### src/rtl/fp_pkg.sv
// Shared binary32 constants and FSM state encoding for the floating-point
// arithmetic blocks (fp_div, fp_mul).
package fp_pkg;

    localparam int          EXP_BIAS  = 127;
    localparam int          EXP_W     = 8;
    localparam int          FRAC_W    = 23;
    localparam logic [31:0] FP_NAN    = 32'h7FC0_0000;
    localparam logic [7:0]  EXP_INF   = 8'hFF;
    localparam logic [4:0]  LAST_ITER = 5'd24;

    typedef enum logic [1:0] {
        ST_IDLE = 2'd0,
        ST_CALC = 2'd1,
        ST_DONE = 2'd2
    } fsm_state_e;

    function automatic logic [31:0] fp_pack(
        input logic              sign,
        input logic [EXP_W-1:0]  exp,
        input logic [FRAC_W-1:0] frac
    );
        return {sign, exp, frac};
    endfunction

endpackage

### src/rtl/fp_classify.sv
// Combinational binary32 field decoder; subnormals are reported as zero so
// downstream logic flushes them.
module fp_classify
    import fp_pkg::*;
(
    input  logic [31:0]       i_x,
    output logic              o_sign,
    output logic [EXP_W-1:0]  o_exp,
    output logic [FRAC_W-1:0] o_frac,
    output logic              o_is_zero,
    output logic              o_is_inf,
    output logic              o_is_nan
);

    assign o_sign    = i_x[31];
    assign o_exp     = i_x[30:23];
    assign o_frac    = i_x[22:0];
    assign o_is_zero = (i_x[30:23] == 8'h00);
    assign o_is_inf  = (i_x[30:23] == EXP_INF) && (i_x[22:0] == 23'd0);
    assign o_is_nan  = (i_x[30:23] == EXP_INF) && (i_x[22:0] != 23'd0);

endmodule

### src/rtl/fp_div.sv
// Binary32 divider: restoring mantissa division, one quotient bit per cycle,
// fixed 26-edge latency, truncating rounding and flush-to-zero.
module fp_div
    import fp_pkg::*;
(
    input  logic        i_clk,
    input  logic        i_rst_n,
    input  logic        i_valid,
    input  logic [31:0] i_a,
    input  logic [31:0] i_b,
    output logic        o_valid,
    output logic        o_busy,
    output logic [31:0] o_result
);

    logic              a_sign_s, b_sign_s;
    logic [EXP_W-1:0]  a_exp_s, b_exp_s;
    logic [FRAC_W-1:0] a_frac_s, b_frac_s;
    logic              a_zero_s, a_inf_s, a_nan_s;
    logic              b_zero_s, b_inf_s, b_nan_s;

    fp_classify u_class_a (
        .i_x       (i_a),
        .o_sign    (a_sign_s),
        .o_exp     (a_exp_s),
        .o_frac    (a_frac_s),
        .o_is_zero (a_zero_s),
        .o_is_inf  (a_inf_s),
        .o_is_nan  (a_nan_s)
    );

    fp_classify u_class_b (
        .i_x       (i_b),
        .o_sign    (b_sign_s),
        .o_exp     (b_exp_s),
        .o_frac    (b_frac_s),
        .o_is_zero (b_zero_s),
        .o_is_inf  (b_inf_s),
        .o_is_nan  (b_nan_s)
    );

    fsm_state_e        state_r;
    logic [4:0]        count_r;
    logic              sign_r;
    logic [EXP_W-1:0]  a_exp_r, b_exp_r;
    logic [FRAC_W-1:0] b_frac_r;
    logic [25:0]       rem_r;
    logic [24:0]       quo_r;
    logic              spec_hit_r;
    logic [31:0]       spec_val_r;
    logic              valid_r, busy_r;
    logic [31:0]       result_r;

    logic              spec_hit_s;
    logic [31:0]       spec_val_s;
    logic              q_bit_s;
    logic [25:0]       div_mant_s, rem_sub_s, rem_next_s;
    logic [24:0]       quo_next_s;
    logic [FRAC_W-1:0] frac_s;
    logic signed [9:0] exp_base_s, exp_s;
    logic [31:0]       result_s;

    // Special-operand classification, resolved at capture time
    always_comb begin
        spec_hit_s = 1'b1;
        spec_val_s = FP_NAN;
        if (a_nan_s || b_nan_s || (a_zero_s && b_zero_s) || (a_inf_s && b_inf_s)) begin
            spec_val_s = FP_NAN;
        end else if (a_inf_s || b_zero_s) begin
            spec_val_s = fp_pack(a_sign_s ^ b_sign_s, EXP_INF, 23'd0);
        end else if (a_zero_s || b_inf_s) begin
            spec_val_s = fp_pack(a_sign_s ^ b_sign_s, 8'h00, 23'd0);
        end else begin
            spec_hit_s = 1'b0;
            spec_val_s = 32'h0000_0000;
        end
    end

    // One restoring-division step on the current remainder
    always_comb begin
        div_mant_s = {2'b00, 1'b1, b_frac_r};
        q_bit_s    = (rem_r >= div_mant_s);
        if (q_bit_s) begin
            rem_sub_s = rem_r - div_mant_s;
        end else begin
            rem_sub_s = rem_r;
        end
        rem_next_s = {rem_sub_s[24:0], 1'b0};
        quo_next_s = {quo_r[23:0], q_bit_s};
    end

    // Normalisation, exponent arithmetic and final result selection
    always_comb begin
        exp_base_s = $signed({2'b00, a_exp_r}) - $signed({2'b00, b_exp_r})
                   + $signed(10'(EXP_BIAS));
        if (quo_next_s[24]) begin
            frac_s = quo_next_s[23:1];
            exp_s  = exp_base_s;
        end else begin
            frac_s = quo_next_s[22:0];
            exp_s  = exp_base_s - 10'sd1;
        end
        if (spec_hit_r) begin
            result_s = spec_val_r;
        end else if (exp_s >= 10'sd255) begin
            result_s = fp_pack(sign_r, EXP_INF, 23'd0);
        end else if (exp_s <= 10'sd0) begin
            result_s = fp_pack(sign_r, 8'h00, 23'd0);
        end else begin
            result_s = fp_pack(sign_r, exp_s[7:0], frac_s);
        end
    end

    // Control FSM with operand capture, iteration registers and outputs
    always_ff @(posedge i_clk or negedge i_rst_n) begin
        if (!i_rst_n) begin
            state_r    <= ST_IDLE;
            count_r    <= 5'd0;
            sign_r     <= 1'b0;
            a_exp_r    <= 8'h00;
            b_exp_r    <= 8'h00;
            b_frac_r   <= 23'd0;
            rem_r      <= 26'd0;
            quo_r      <= 25'd0;
            spec_hit_r <= 1'b0;
            spec_val_r <= 32'h0000_0000;
            valid_r    <= 1'b0;
            busy_r     <= 1'b0;
            result_r   <= 32'h0000_0000;
        end else begin
            case (state_r)
                ST_IDLE, ST_DONE: begin
                    if (i_valid) begin
                        state_r    <= ST_CALC;
                        count_r    <= 5'd0;
                        sign_r     <= a_sign_s ^ b_sign_s;
                        a_exp_r    <= a_exp_s;
                        b_exp_r    <= b_exp_s;
                        b_frac_r   <= b_frac_s;
                        rem_r      <= {2'b00, 1'b1, a_frac_s};
                        quo_r      <= 25'd0;
                        spec_hit_r <= spec_hit_s;
                        spec_val_r <= spec_val_s;
                        valid_r    <= 1'b0;
                        busy_r     <= 1'b1;
                    end else begin
                        state_r <= state_r;
                    end
                end
                ST_CALC: begin
                    rem_r <= rem_next_s;
                    quo_r <= quo_next_s;
                    if (count_r == LAST_ITER) begin
                        state_r  <= ST_DONE;
                        result_r <= result_s;
                        valid_r  <= 1'b1;
                        busy_r   <= 1'b0;
                    end else begin
                        count_r <= count_r + 5'd1;
                    end
                end
                default: begin
                    state_r <= ST_IDLE;
                    valid_r <= 1'b0;
                    busy_r  <= 1'b0;
                end
            endcase
        end
    end

    assign o_valid  = valid_r;
    assign o_busy   = busy_r;
    assign o_result = result_r;

endmodule
### config.mk
export PLATFORM = sky130hd
export DESIGN_NAME = fp_div
export DESIGN_NICKNAME = d
export VERILOG_FILES = /design/src/rtl/fp_pkg.sv /design/src/rtl/fp_classify.sv /design/src/rtl/fp_div.sv
export SDC_FILE = /design/constraint.sdc
export NUM_CORES = 1
export LEC_CHECK = 0
export CAP_MARGIN = 10
export CORE_ASPECT_RATIO = 0.75
export CORE_MARGIN = 2
export CORE_UTILIZATION = 50
export DETAILED_ROUTE_END_ITERATION = 8
export PLACE_DENSITY = 0.75
export SYNTH_ARGS = -nofsm -noshare
export SYNTH_HDL_FRONTEND = slang
export SYNTH_SLANG_ARGS = --single-unit
### constraint.sdc
create_clock -name i_clk -period 4 [get_ports i_clk]
set_clock_uncertainty 0.2 [all_clocks]
set_input_delay 0.4 -clock i_clk [delete_from_list [all_inputs] [get_ports i_clk]]
set_output_delay 0.4 -clock i_clk [all_outputs]
set_load 0.01 [all_outputs]
==> results.txt <==
Status: finished, final reports clean
ANT cells: 0
Gpl congestion: 0.875
Initial core utilization: 0.512
Crit-path cells: inv_1 > ha_1 > inv_1 > fa_1 > xnor2_2 > and3_2 > xnor3_2 > nor3_4 > o21ai_1 > xnor2_1 > a311oi_4 > o211ai_4 > buf_12 > o21ai_0
Dpl cells: 1172
Nets: 1088
Final Non-Filler Cells: 1207
Post-synth EDFFs: 0
Die Span X: 152 um
Mapped Nets: 994
CTS Buf Count: 17
Count of final hold-check violations: 0
Post-DP HPWL: 14900 um
Ys flop type: dfrtp_1
WP data arrival: 3.94 ns
Most frequent cells after synthesis: 156 x nand2_1, 134 x dfrtp_1, 56 x a21oi_1, 56 x o21ai_0, 44 x inv_1
Slew margin rel.: 0.354
Yosys reg bits: 134
Vert. Die Dim: 115 um
Syn Area/Cell: 9.21 um2
Initial antenna violation count: 0
Clock Path Buffers: 2
Root Buffer: clkbuf_16
Via count: 6951
First drt pass iteration count: 5
Syn Std Cell Area: 0.00820 mm2
Required @ worst endpoint: 4.13 ns
P&R area growth vs syn: 23.4%
Drt total wl: 20600 um
Highest clock rate: 263 MHz
Count leader, synth: nand2_1
Finished Cell Area: 0.0101 mm2
Setup-failing EPs final: 0
Share of layout cells above drive strength 1: 0.105
Std-Cell Core Area: 0.0160 mm2
Total Routing Usage GR: 0.241
CTS H-Tree Depth: 4
# rows: 40
Drt drc: 0
Post-route ant nets: 0
CP max FO: 23
Ys Warns: 0
Number of port buffers: 100
Die ar.: 0.0174 mm2
Max incr delay on CP: 0.47 ns
Num ports: 101
Remaining global-route overflow: 0
Tmin final: 3.81 ns
Pin count of the biggest net entering global routing: 93
Distinct cells, synth: 76
Worst-path clk slew: 0.07 ns
Placed cell area: 0.00943 mm2
Max-slew violations: 0
Vias in the first global route: 6501
CTS tree: built
Hold WC Path Type: register to register
Routed WL per cell: 17.1 um
Register area share after synthesis: 0.409
Synth Instances: 890
Synth top area share: 0.409
Crit path capture type: register
Clock latency on the worst-skew pair: 0.42 ns
Initial drt markers: 548
Yosys top cell by area: dfrtp_1
Max-cap check violation count: 0
DR vias/cell: 5.76
Async SR Flop Fraction: 1.00
Startpoint class of the critical path: register
Critical Path Most Common Cell: inv_1
Setup TNS: 0 ns
Crit Path Class: register to register
Synth area leaders: dfrtp_1 41%, nand2_1 7.1%, ha_1 5.3%
First-pass GRT wire length: 33900 um
Slowest cell on crit path: fa_1
Tcrit/Tclk final: 0.951
Least-Margin Pin Slew: 0.966 ns
Clock tree sinks: 134
==> area by class of cell <==
class,instances,area [um2]
Clock buffer,19,443
Clock inverter,13,138
Fill cell,1350,5900
Inverter,44,165
Multi-Input combinational cell,671,4610
Sequential cell,134,3350
Tap cell,210,263
Timing Repair Buffer,116,1150
==> final timing paths <==
| kind | slack, ns | to | startpoint | cells after the start |
|---|---|---|---|---|
| max | 0.19 | o_result[1] | a_exp_r[0] | 14 |
| min | 0.28 | o_result[3] | o_result[3] | 2 |
| min reg2reg | 0.28 | o_result[3] | o_result[3] | 2 |
| max in group asynchronous | 2.29 | o_result[23] | i_rst_n | 3 |
| max reg2reg | 0.19 | o_result[1] | a_exp_r[0] | 14 |
| min in group asynchronous | 0.42 | b_frac_r[14] | i_rst_n | 2 |
==> stage by stage <==
step / utilization / hold WS (ns) / worst slack [ns]
CTS: 0.626 / 0.283 / 0.0787
finish: 0.632 / 0.279 / 0.195
global placement: 0.589 / 0.264 / 0.252
global route: 0.632 / 0.302 / -0.0250
floorplan: - / -0.0956 / 0.487
detailed placement: 0.589 / 0.268 / 0.133
==> layout by cell type (no fill, tap or decap), types with 4 or more instances in the layout <==
cell type,netlist,final
clkdlybuf4s50_1,0,99
a22o_1,24,24
nor2b_1,9,7
nand2b_1,7,7
o31ai_1,6,6
xnor2_1,22,20
and3_1,19,18
and2_1,4,4
clkbuf_16,0,17
or4_1,4,4
nor4_1,11,11
o2111ai_1,4,4
o21bai_1,7,6
o21ai_2,19,19
inv_1,44,44
buf_4,1,13
xor2_1,13,13
nand4_1,13,13
ha_1,35,35
nor2_1,32,32
mux2i_1,42,42
o21ai_0,56,56
a21o_1,18,17
inv_6,0,4
o21a_1,8,7
a21oi_1,56,56
dfrtp_1,134,134
nand3_1,19,19
nor3_1,12,11
nand2_1,156,156
a31oi_1,8,8
==> critical path: cells and delay by family, from the launching register on <==
family | cells | cell delay (ns)
fa+ha+maj | 2 | 0.63
buf+inv | 3 | 0.34
compound gates | 4 | 0.88
simple gates | 2 | 0.56
xor+xnor | 3 | 0.75
flops | 1 | 0.36
==> sequential cells by signal, indices dropped and copies added, names as in the netlist, 2 cells and up <==
register	cells
o_result	32
spec_val_r	3
b_frac_r	23
a_exp_r	8
rem_r	26
b_exp_r	8
state_r	2
count_r	5
quo_r	24
==> timing repair <==
item                                   CTS  global route
endpoints found under the hold margin   90             0
hold buffers                             1             0
resized for setup                        0            12
setup endpoints to repair                0            23
setup buffers                            0             2
==> routing by layer <==
layer  wire, um  track usage
met5          0            0
met4        153       0.0492
met3       1080       0.0543
met2       8750        0.354
met1      10700        0.368
==> cell families (layout without fill, tap and decap cells) <==
kind of cell / Yosys count / in the layout / share of synthesized area
AO/OA/AOI/OAI: 251 / 251 / 0.219
flip-flops: 134 / 134 / 0.409
adder cells (fa/ha/maj): 37 / 37 / 0.0583
buffers and inverters: 85 / 192 / 0.0417
multiplexers: 42 / 42 / 0.0513
XOR/XNOR: 39 / 39 / 0.0470
AND/OR/NAND/NOR: 302 / 302 / 0.174
Power is not shown: default switching activity piles up to over one toggle a cycle in this logic, so the estimate is an artifact.
